$ cat src/rtl/i2c_slave_ctrl.sv
// I2C slave bit/byte sequencer: START/STOP detection, address match,
// byte shifting, ACK generation/checking and delayed open-drain SDA drive.
`timescale 1ns/1ps

module i2c_slave_ctrl #(
  parameter int unsigned SDA_HOLD = 2
) (
  input  logic       clk,
  input  logic       rst,
  input  logic       scl_sync,
  input  logic       sda_sync,
  input  logic       scl_rising,
  input  logic       scl_falling,
  input  logic [6:0] slave_addr,
  input  logic [7:0] tx_data,
  input  logic       tx_valid,
  output logic       tx_ready,
  output logic [7:0] rx_data,
  output logic       rx_valid,
  output logic       sda_out_en,
  output logic       rw_mode,
  output logic       busy,
  output logic       start_det,
  output logic       stop_det,
  output logic       nack_rcvd,
  output logic       tx_underrun
);

  localparam int unsigned HOLD_W = 4;
  localparam int unsigned CNT_W  = 4;
  localparam int unsigned BYTE_W = 8;

  typedef enum logic [2:0] {
    IDLE,
    ADDR,
    ADDR_ACK,
    RX_BYTE,
    RX_ACK,
    TX_BYTE,
    TX_ACK,
    WAIT_STOP
  } state_t;

  state_t              state_q, state_d;
  logic [BYTE_W-1:0]   shreg_q, shreg_d;
  logic [CNT_W-1:0]    bitcnt_q, bitcnt_d;
  logic                sda_prev_q;
  logic                ack_phase_q, ack_phase_d;
  logic                ack_ok_q, ack_ok_d;
  logic                pend_q, pend_d;
  logic                pend_val_q, pend_val_d;
  logic [HOLD_W-1:0]   pend_cnt_q, pend_cnt_d;

  logic [BYTE_W-1:0]   rx_data_d;
  logic                rw_mode_d;
  logic                sda_en_d;
  logic                tx_ready_d, rx_valid_d, start_det_d, stop_det_d;
  logic                nack_d, underrun_d, busy_d;

  logic                start_c, stop_c;
  logic [BYTE_W-1:0]   shifted_c;
  logic                sched_c, sched_val_c, tx_load_c;

  assign start_c   = scl_sync & sda_prev_q & ~sda_sync;
  assign stop_c    = scl_sync & ~sda_prev_q & sda_sync;
  assign shifted_c = {shreg_q[BYTE_W-2:0], sda_sync};

  // Next-state, datapath and output decode
  always_comb begin
    state_d     = state_q;
    shreg_d     = shreg_q;
    bitcnt_d    = bitcnt_q;
    ack_phase_d = ack_phase_q;
    ack_ok_d    = ack_ok_q;
    pend_d      = pend_q;
    pend_val_d  = pend_val_q;
    pend_cnt_d  = pend_cnt_q;
    rx_data_d   = rx_data;
    rw_mode_d   = rw_mode;
    sda_en_d    = sda_out_en;
    tx_ready_d  = 1'b0;
    rx_valid_d  = 1'b0;
    start_det_d = 1'b0;
    stop_det_d  = 1'b0;
    nack_d      = 1'b0;
    underrun_d  = 1'b0;
    sched_c     = 1'b0;
    sched_val_c = 1'b0;
    tx_load_c   = 1'b0;

    // Drive delay line: apply the scheduled level once the hold count expires
    if (pend_q) begin
      if (pend_cnt_q == '0) begin
        sda_en_d = pend_val_q;
        pend_d   = 1'b0;
      end else begin
        pend_cnt_d = pend_cnt_q - HOLD_W'(1);
      end
    end

    if (start_c) begin
      state_d     = ADDR;
      bitcnt_d    = '0;
      sda_en_d    = 1'b0;
      pend_d      = 1'b0;
      start_det_d = 1'b1;
    end else if (stop_c) begin
      state_d    = IDLE;
      sda_en_d   = 1'b0;
      pend_d     = 1'b0;
      stop_det_d = 1'b1;
    end else begin
      case (state_q)
        IDLE: begin
        end
        ADDR: begin
          if (scl_rising) begin
            shreg_d  = shifted_c;
            bitcnt_d = bitcnt_q + CNT_W'(1);
            if (bitcnt_q == CNT_W'(7)) begin
              if (shifted_c[BYTE_W-1:1] == slave_addr) begin
                rw_mode_d   = shifted_c[0];
                ack_phase_d = 1'b0;
                state_d     = ADDR_ACK;
              end else begin
                state_d = WAIT_STOP;
              end
            end
          end
        end
        ADDR_ACK, RX_ACK: begin
          // First falling edge starts the ACK drive, second one ends the ACK clock
          if (scl_falling) begin
            if (!ack_phase_q) begin
              sched_c     = 1'b1;
              sched_val_c = 1'b1;
              ack_phase_d = 1'b1;
            end else begin
              bitcnt_d = '0;
              if ((state_q == ADDR_ACK) && rw_mode) begin
                tx_load_c = 1'b1;
                state_d   = TX_BYTE;
              end else begin
                sched_c     = 1'b1;
                sched_val_c = 1'b0;
                state_d     = RX_BYTE;
              end
            end
          end
        end
        RX_BYTE: begin
          if (scl_rising) begin
            shreg_d  = shifted_c;
            bitcnt_d = bitcnt_q + CNT_W'(1);
            if (bitcnt_q == CNT_W'(7)) begin
              rx_data_d   = shifted_c;
              rx_valid_d  = 1'b1;
              ack_phase_d = 1'b0;
              state_d     = RX_ACK;
            end
          end
        end
        TX_BYTE: begin
          if (scl_falling) begin
            sched_c = 1'b1;
            if (bitcnt_q == CNT_W'(7)) begin
              sched_val_c = 1'b0;
              ack_ok_d    = 1'b0;
              state_d     = TX_ACK;
            end else begin
              shreg_d     = {shreg_q[BYTE_W-2:0], 1'b0};
              sched_val_c = ~shreg_q[BYTE_W-2];
              bitcnt_d    = bitcnt_q + CNT_W'(1);
            end
          end
        end
        TX_ACK: begin
          if (scl_rising) begin
            if (!sda_sync) begin
              ack_ok_d = 1'b1;
            end else begin
              nack_d  = 1'b1;
              state_d = WAIT_STOP;
            end
          end else if (scl_falling && ack_ok_q) begin
            tx_load_c = 1'b1;
            ack_ok_d  = 1'b0;
            bitcnt_d  = '0;
            state_d   = TX_BYTE;
          end
        end
        WAIT_STOP: begin
          sda_en_d = 1'b0;
          pend_d   = 1'b0;
        end
        default: begin
          state_d = IDLE;
        end
      endcase

      // Byte load for transmission; the first bit's drive is scheduled here
      if (tx_load_c) begin
        tx_ready_d = 1'b1;
        if (tx_valid) begin
          shreg_d = tx_data;
        end else begin
          shreg_d    = '1;
          underrun_d = 1'b1;
        end
        sched_c     = 1'b1;
        sched_val_c = ~shreg_d[BYTE_W-1];
      end

      if (sched_c) begin
        pend_d     = 1'b1;
        pend_val_d = sched_val_c;
        pend_cnt_d = HOLD_W'(SDA_HOLD);
      end
    end

    busy_d = (state_d != IDLE);
  end

  // State and registered outputs
  always_ff @(posedge clk) begin
    if (rst) begin
      state_q     <= IDLE;
      shreg_q     <= '0;
      bitcnt_q    <= '0;
      sda_prev_q  <= 1'b1;
      ack_phase_q <= 1'b0;
      ack_ok_q    <= 1'b0;
      pend_q      <= 1'b0;
      pend_val_q  <= 1'b0;
      pend_cnt_q  <= '0;
      rx_data     <= '0;
      rw_mode     <= 1'b0;
      sda_out_en  <= 1'b0;
      tx_ready    <= 1'b0;
      rx_valid    <= 1'b0;
      start_det   <= 1'b0;
      stop_det    <= 1'b0;
      nack_rcvd   <= 1'b0;
      tx_underrun <= 1'b0;
      busy        <= 1'b0;
    end else begin
      state_q     <= state_d;
      shreg_q     <= shreg_d;
      bitcnt_q    <= bitcnt_d;
      sda_prev_q  <= sda_sync;
      ack_phase_q <= ack_phase_d;
      ack_ok_q    <= ack_ok_d;
      pend_q      <= pend_d;
      pend_val_q  <= pend_val_d;
      pend_cnt_q  <= pend_cnt_d;
      rx_data     <= rx_data_d;
      rw_mode     <= rw_mode_d;
      sda_out_en  <= sda_en_d;
      tx_ready    <= tx_ready_d;
      rx_valid    <= rx_valid_d;
      start_det   <= start_det_d;
      stop_det    <= stop_det_d;
      nack_rcvd   <= nack_d;
      tx_underrun <= underrun_d;
      busy        <= busy_d;
    end
  end

endmodule

$ cat config.mk
export PLATFORM = sky130hd
export DESIGN_NAME = i2c_slave_ctrl
export DESIGN_NICKNAME = d
export VERILOG_FILES = /design/src/rtl/i2c_slave_ctrl.sv
export SDC_FILE = /design/constraint.sdc
export NUM_CORES = 1
export LEC_CHECK = 0
export CORE_MARGIN = 1.5
export CORE_UTILIZATION = 39
export DETAILED_ROUTE_END_ITERATION = 12
export GPL_ROUTABILITY_DRIVEN = 0
export MAX_ROUTING_LAYER = met4
export PLACE_DENSITY_LB_ADDON = 0.08
export SYNTH_ARGS = -nofsm -noshare
export SYNTH_HDL_FRONTEND = slang
export SYNTH_SLANG_ARGS = --single-unit
$ cat constraint.sdc
create_clock -name clk -period 2.44 [get_ports clk]
set_clock_uncertainty 0.2 [all_clocks]
set_input_delay 0.366 -clock clk [delete_from_list [all_inputs] [get_ports clk]]
set_output_delay 0.366 -clock clk [all_outputs]
set_load 0.005 [all_outputs]
==> impl_results.rst, run 1 <==
.. list-table::
   :header-rows: 1

   * - Metric
     - Value
   * - Post-CTS setup buffer count
     - 0
   * - Clock slew at reported path FFs
     - around 80 ps
   * - Worst slew slack as a fraction of its limit
     - around 66%
   * - Pin count of the biggest net entering global routing
     - 29
   * - Comb power frac
     - 16.4%
   * - Post-cts hold buffer count
     - 0
   * - RSZ-0062 raised after global routing
     - false
   * - Global-route usage over all layers
     - about a fifth
   * - Length of the first detailed-routing pass in iterations
     - 4
   * - Depth of the worst register-to-register path
     - 6
   * - Worst reg2reg path endpoint
     - shreg_q[0]
   * - Worst EP required
     - between 2000 and 2500 ps
   * - Final Slew Violations
     - 0
   * - Resized Gates After CTS
     - 0
   * - Avg WL per Cell
     - between 10 and 15 um
   * - Drt total wl
     - roughly 5.5 mm
   * - Deepest level of the CTS H-tree
     - 2
   * - Total power of the final layout
     - 0.00146 W
   * - Clock network fraction of design power
     - between 30% and 40%
   * - Top cells by area in the synthesized netlist
     - dfxtp_1, mux2i_1, a21oi_1
   * - Share of flip-flops with an asynchronous set or reset after synthesis
     - 0%
   * - Area share of the largest cell type after synthesis
     - between 30% and 40%
   * - Biggest area consumer among synthesized cells
     - dfxtp_1
   * - Number of rows in the core area
     - 27
   * - Setup slack on the worst flop-to-flop path
     - about 160 ps
   * - Synth-to-Final Area Change
     - 30.9%
   * - Number of antenna diodes
     - 0
   * - Root buf cell
     - clkbuf_8
   * - GRT Residual Overflow
     - 0
   * - Die X
     - just under 80 um
   * - Nature of the critical path endpoint
     - flip-flop
   * - Number of synthesized flops with an enable pin
     - 0
   * - Internal power consumption
     - about 0.0011 W
   * - Final setup fails
     - 0
   * - DIE AREA
     - a little over 6000 um^2
   * - Final hold vios
     - 0
   * - Vias
     - 2033
   * - Yosys synthesis warning count
     - 0
   * - Count of distinct cell types in the synthesized netlist
     - 50
   * - FF+latch count, synth
     - 40
   * - Fraction of the cycle the final worst path needs
     - between 90% and 100%
   * - Worst IR drop on VDD
     - between 0.3 and 0.4 mV
   * - Worst slew pin tran
     - a little under 500 ps
   * - Die boundary height
     - just under 80 um
   * - Number of instances in the synthesized netlist
     - about 250
   * - Worst setup path start
     - state_q[1]
   * - Primary FF master, synth
     - dfxtp_1
   * - Worst reg2reg startpoint
     - state_q[1]
   * - Static Leak
     - 1.11 nW
   * - Highest Clock Rate
     - about 440 MHz
   * - Count of placed standard cells including taps
     - 370
   * - Worst-case setup margin in the final layout
     - around 160 ps
   * - Violation count after the first detailed-routing iteration
     - 98
   * - Pre-CTS worst setup slack
     - -97.3 ps
   * - Proportion of total power due to net switching
     - about 25%
   * - Area of the mapped netlist
     - around 2200 um^2
   * - Most used standard cells in the synthesized netlist
     - dfxtp_1, a21oi_1, nor2_1, o21ai_0
   * - Clock buffers created by TritonCTS
     - 5
   * - Global-route wire length before repair
     - a little over 9 mm
   * - Worst EP arrival
     - approximately 2300 ps
   * - Final worst path period need
     - around 2300 ps
   * - Detail Placement HPWL
     - ~4 mm
   * - Final core utilization
     - between 50% and 60%
   * - Capture point of the worst path
     - shreg_q[0]
   * - Class of the worst hold path
     - flip-flop to flip-flop
   * - Via density per instance
     - 5.38
   * - Crit start category
     - flip-flop
   * - Largest fanout of any net on the critical path
     - 13
   * - Final nets
     - ~330
   * - Starting Density
     - roughly 40%
   * - Source-to-sink clock delay at the later pin of the worst-skew pair
     - 290 ps
   * - Type of the setup path with the least slack
     - flip-flop to flip-flop
   * - TritonCTS clock tree
     - built
   * - Non-Filler Instances
     - 378
   * - CTS Sinks
     - 40
   * - # DRC
     - 0
   * - Total power density per cell area
     - around 510 nW/um^2
   * - Max clock buf depth
     - 2
   * - Number of top-level design ports
     - 39
   * - Max_cap viols
     - 0
   * - Core Region
     - around 5400 um^2
   * - I/O Buffers
     - 38
   * - Outcome
     - finished, final reports clean
   * - Post-synthesis sequential area ratio
     - between 30% and 40%
   * - Mean Syn Cell Area
     - between 8 and 9 um^2
   * - Share of cells above drive strength 1
     - 12.4%
   * - Via count of the first global-routing pass
     - ~1900
   * - Post-route ant nets
     - 0
   * - Synthesized netlist net count
     - about 280
   * - Cell with the most instances after synthesis
     - dfxtp_1
   * - Net switching power
     - roughly 0.00037 W
   * - Antenna violations before repair
     - 0
   * - Sequential power share
     - about 47%
registers in the layout (all words and copies together) (netlist names), 3 cells and up:
| register | cells |
|---|---|
| rx_data | 8 |
| pend_cnt_q | 4 |
| state_q | 3 |
| shreg_q | 7 |
| bitcnt_q | 4 |
cells in the final DEF, fill, tap and decap left out, types with 5 or more instances in the layout:
cell / Yosys / final
nor3_1: 6 / 6
dfxtp_1: 40 / 40
nor2b_1: 10 / 10
mux2i_1: 12 / 12
clkbuf_8: 0 / 5
o2111ai_1: 7 / 7
a21oi_1: 22 / 22
nand2b_1: 5 / 5
nand2_1: 9 / 9
o21ai_0: 17 / 17
clkdlybuf4s50_1: 0 / 38
inv_1: 9 / 9
nand3b_1: 12 / 12
buf_4: 0 / 20
xor2_1: 9 / 9
nor2_1: 21 / 21
cell type report:
type                            count  area, um^2
Timing Repair Buffer               59         551
Clock inverter                      2        35.0
Multi-Input combinational cell    190        1280
Inverter                            9        33.8
Tap cell                           72        90.1
Sequential cell                    40         801
Fill cell                         541        2580
Clock buffer                        6        72.6
power groups by stage:
stage / combinational [W] / sequential [W] / clock, W
5_1_grt: 0.000259 / 0.000688 / 0.000588
6_report: 0.000239 / 0.000685 / 0.000536
4_1_cts: 0.000238 / 0.000685 / 0.000551
2_1_floorplan: 0.000141 / 0.000691 / 0
3_5_place_dp: 0.000236 / 0.000701 / 0
3_3_place_gp: 0.000237 / 0.000701 / 0
metrics by stage:
step / hold WS [ps] / setup TNS (ps) / cell area (um^2)
2_1_floorplan: 264 / 0 / 2180
3_3_place_gp: 279 / -121 / 2750
3_5_place_dp: 285 / -117 / 2750
4_1_cts: 297 / 0 / 2860
5_1_grt: 325 / 0 / 2860
6_report: 296 / 0 / 2860
critical path, cell delays in order, from the launching register on:
cell	delay, ps
dfxtp_1	590
inv_1	220
a2111oi_4	380
buf_4	200
a21oi_1	50
or4_1	420
a21oi_1	140
worst min path at each step:
stage,startpoint,endpoint,cells past startpoint
after floorplan,bitcnt_q[1],bitcnt_q[1],2
after global placement,rx_data[5],rx_data[5],2
after detailed placement,rx_data[6],rx_data[6],2
after CTS,bitcnt_q[1],bitcnt_q[1],2
after global routing,rx_data[5],rx_data[5],2
final,bitcnt_q[1],bitcnt_q[1],2
cells by family after synthesis:
group                    share of synthesized area, %
buffers and inverters                            4.87
adder cells (fa/ha/maj)                          1.15
flip-flops                                       36.7
AND/OR/NAND/NOR                                  24.3
AO/OA/AOI/OAI                                    23.5
XOR/XNOR                                         4.01
multiplexers                                     5.50
routing by layer:
layer / routed length (um) / up-vias / share of wire, % / GRT usage [%]
met5: 0 / - / 0 / -
met4: 47 / 0 / 0.85 / 6.00
met3: 257 / 4 / 4.6 / 3.53
met2: 2660 / 64 / 48 / 33.1
met1: 2580 / 928 / 47 / 24.4
li1: - / 1037 / - / -
(Power assumes the default switching activity.)
==> inputs of run 2 (changes only) <==
Settings changed: SKIP_CTS_REPAIR_TIMING set to 1, SLEW_MARGIN set to 5.
==> results of run 2 <==
Same layout as run 1: the final DEF is identical, and so are final timing and power.
==> inputs of run 3 (changes only) <==
Settings changed: SLEW_MARGIN 5 to 25.
Clock period 2.44 ns to 2.59 ns, I/O delays scaled along.
==> impl_results.rst, run 3 (synthesized netlist as in run 1, its figures left out) <==
.. list-table::
   :header-rows: 1

   * - Metric
     - Value
   * - Worst EP required
     - 2540 ps (+80 ps)
   * - GRT Residual Overflow
     - 0 (unchanged)
   * - Cell type with the highest occurrence count on the critical path
     - o311ai_0
   * - Post-route standard cell area excluding fillers
     - 2800 um^2 (-2.3%)
   * - Global-route wire length before repair
     - 9.33 mm (+0.82%)
   * - Total power density per cell area
     - 460 nW/um^2 (-9.9%)
   * - Global-route usage over all layers
     - 19.8% (-0.071 points)
   * - Post-route ant nets
     - 0 (unchanged)
   * - RSZ-0062 raised after global routing
     - false
   * - Fin Setup TNS
     - 0 ps (unchanged)
   * - Share of cells above drive strength 1
     - 11.3% (-1.1 points)
   * - Worst IR drop on VDD
     - 0.364 mV (+4.5%)
   * - Most frequent standard cell in the layout excluding fill and tap cells
     - dfxtp_1
   * - Via density per instance
     - 5.30 (-1.5%)
   * - Worst setup path start
     - bitcnt_q[0]
   * - Antenna violations before repair
     - 0 (unchanged)
   * - Deepest level of the CTS H-tree
     - 2 (unchanged)
   * - Slowest library cell on the worst path
     - o31ai_1
   * - DIE AREA
     - 6060 um^2 (unchanged)
   * - Largest fanout of any net on the critical path
     - 7 (-6)
   * - Nature of the critical path endpoint
     - flip-flop
   * - Worst reg2reg path endpoint
     - busy
   * - Delay of the slowest cell on the worst path
     - 380 ps (-210 ps)
   * - Avg WL per Cell
     - 14.6 um (-0.80%)
   * - Final worst path period need
     - 2310 ps (+37.0 ps)
   * - Largest registers
     - rx_data: 8 flops, shreg_q: 7 flops
   * - CTS Sinks
     - 40 (unchanged)
   * - Depth of the worst register-to-register path
     - 6 (unchanged)
   * - Drt total wl
     - 5.43 mm (-2.1%)
   * - Synth-to-Final Area Change
     - 27.9%
   * - Total power of the final layout
     - 0.00129 W (-12%)
   * - Max clock buf depth
     - 2 (unchanged)
   * - Largest Register
     - rx_data
   * - Cell breakdown of the critical path
     - ha_1 -> nand3b_1 -> o311ai_0 -> o311ai_0 -> o31ai_1 -> o211ai_1
   * - Capture point of the worst path
     - busy
   * - Worst reg2reg startpoint
     - bitcnt_q[0]
   * - Final Slew Violations
     - 0 (unchanged)
   * - Max_cap viols
     - 0 (unchanged)
   * - Worst slew slack as a fraction of its limit
     - 64.1% (-2.2 points)
   * - Die boundary height
     - 77.8 um (unchanged)
   * - Die X
     - 77.8 um (unchanged)
   * - Number of antenna diodes
     - 0 (unchanged)
   * - Static Leak
     - 1.07 nW (-3.2%)
   * - Worst slew pin tran
     - 538 ps (+44.5 ps)
   * - Root buf cell
     - clkbuf_8
   * - Pin count of the biggest net entering global routing
     - 29 (unchanged)
   * - Min Hold Slack
     - 301 ps (+4.58 ps)
   * - Worst EP arrival
     - 2260 ps (-40 ps)
   * - Setup slack on the worst flop-to-flop path
     - 280 ps (+110 ps)
   * - Placed Instance Area
     - 2700 um^2 (-1.8%)
   * - Core Region
     - 5440 um^2 (unchanged)
   * - Length of the first detailed-routing pass in iterations
     - 4 (unchanged)
   * - Starting Density
     - 40.2% (unchanged)
   * - # DRC
     - 0 (unchanged)
   * - Clock slew at reported path FFs
     - 80 ps (about the same)
   * - Fraction of the cycle the final worst path needs
     - 89.3% (-4.0 points)
   * - Vias
     - 1976 (-2.8%)
   * - Clock buffers created by TritonCTS
     - 5 (unchanged)
   * - Final core utilization
     - 51.4% (-1.2 points)
   * - Violation count after the first detailed-routing iteration
     - 78 (-20%)
   * - Final setup fails
     - 0 (unchanged)
   * - Type of the setup path with the least slack
     - flip-flop to flip-flop
   * - Largest register FFs
     - 8 (unchanged)
   * - Source-to-sink clock delay at the later pin of the worst-skew pair
     - 290 ps (about the same)
   * - I/O Buffers
     - 38 (unchanged)
   * - Class of the worst hold path
     - flip-flop to flip-flop
   * - Final hold vios
     - 0 (unchanged)
   * - Via count of the first global-routing pass
     - 1966 (+1.6%)
   * - Highest Clock Rate
     - 432 MHz (-1.6%)
   * - Outcome
     - finished, final reports clean
   * - TritonCTS clock tree
     - built
   * - Number of top-level design ports
     - 39 (unchanged)
   * - Detail Placement HPWL
     - 4.03 mm (-1.8%)
   * - Number of rows in the core area
     - 27 (unchanged)
   * - Final nets
     - 324 (-1.5%)
   * - Most used cells in the layout excluding fill and tap cells
     - dfxtp_1, clkdlybuf4s50_1, a21oi_1
   * - Crit start category
     - flip-flop
[run 3: metal layers]
| layer | wire length, um | track usage [%] | vias to the layer above |
|---|---|---|---|
| li1 | - | - | 1022 |
| met2 | 2560 | 32.1 | 42 |
| met5 | 0 | - | - |
| met4 | 32 | 3.82 | 0 |
| met3 | 202 | 4.59 | 4 |
| met1 | 2640 | 25.3 | 908 |
[run 3: final cells by class]
class                           instances  area [um^2]
Fill cell                             562         2640
Multi-Input combinational cell        190         1280
Sequential cell                        40          801
Timing Repair Buffer                   54          500
Tap cell                               72         90.1
Clock buffer                            6         82.6
Inverter                                9         33.8
Clock inverter                          2         10.0
[run 3: how the worst min path moves through the flow]
| stage | startpoint | slack, ps | depth (start not counted) | end |
|---|---|---|---|---|
| floorplan | bitcnt_q[1] | 260 | 2 | bitcnt_q[1] |
| global placement | rx_data[7] | 280 | 2 | rx_data[7] |
| detailed placement | rx_data[2] | 290 | 2 | rx_data[2] |
| CTS | bitcnt_q[1] | 310 | 2 | bitcnt_q[1] |
| global route | rx_data[2] | 340 | 2 | rx_data[2] |
| finish | rx_data[4] | 300 | 2 | rx_data[4] |
[run 3: where the power goes]
group	internal [W]	switching, W	total [W]
registers	0.000629	0.0000184	0.000648
logic	0.000106	0.000107	0.000213
clock network	0.000213	0.000213	0.000425
[run 3: critical path: cells and delay by family, from the launching register on]
kind,cells,cell delay [ps]
flops,1,370
simple gates,1,280
fa+ha+maj,1,230
compound gates,4,1080
[run 3: through the flow]
stage	setup slack (ps)	cells
floorplan	421	254
global placement	110	365
detailed placement	60.1	365
CTS	318	373
global route	39.0	373
finish	278	373
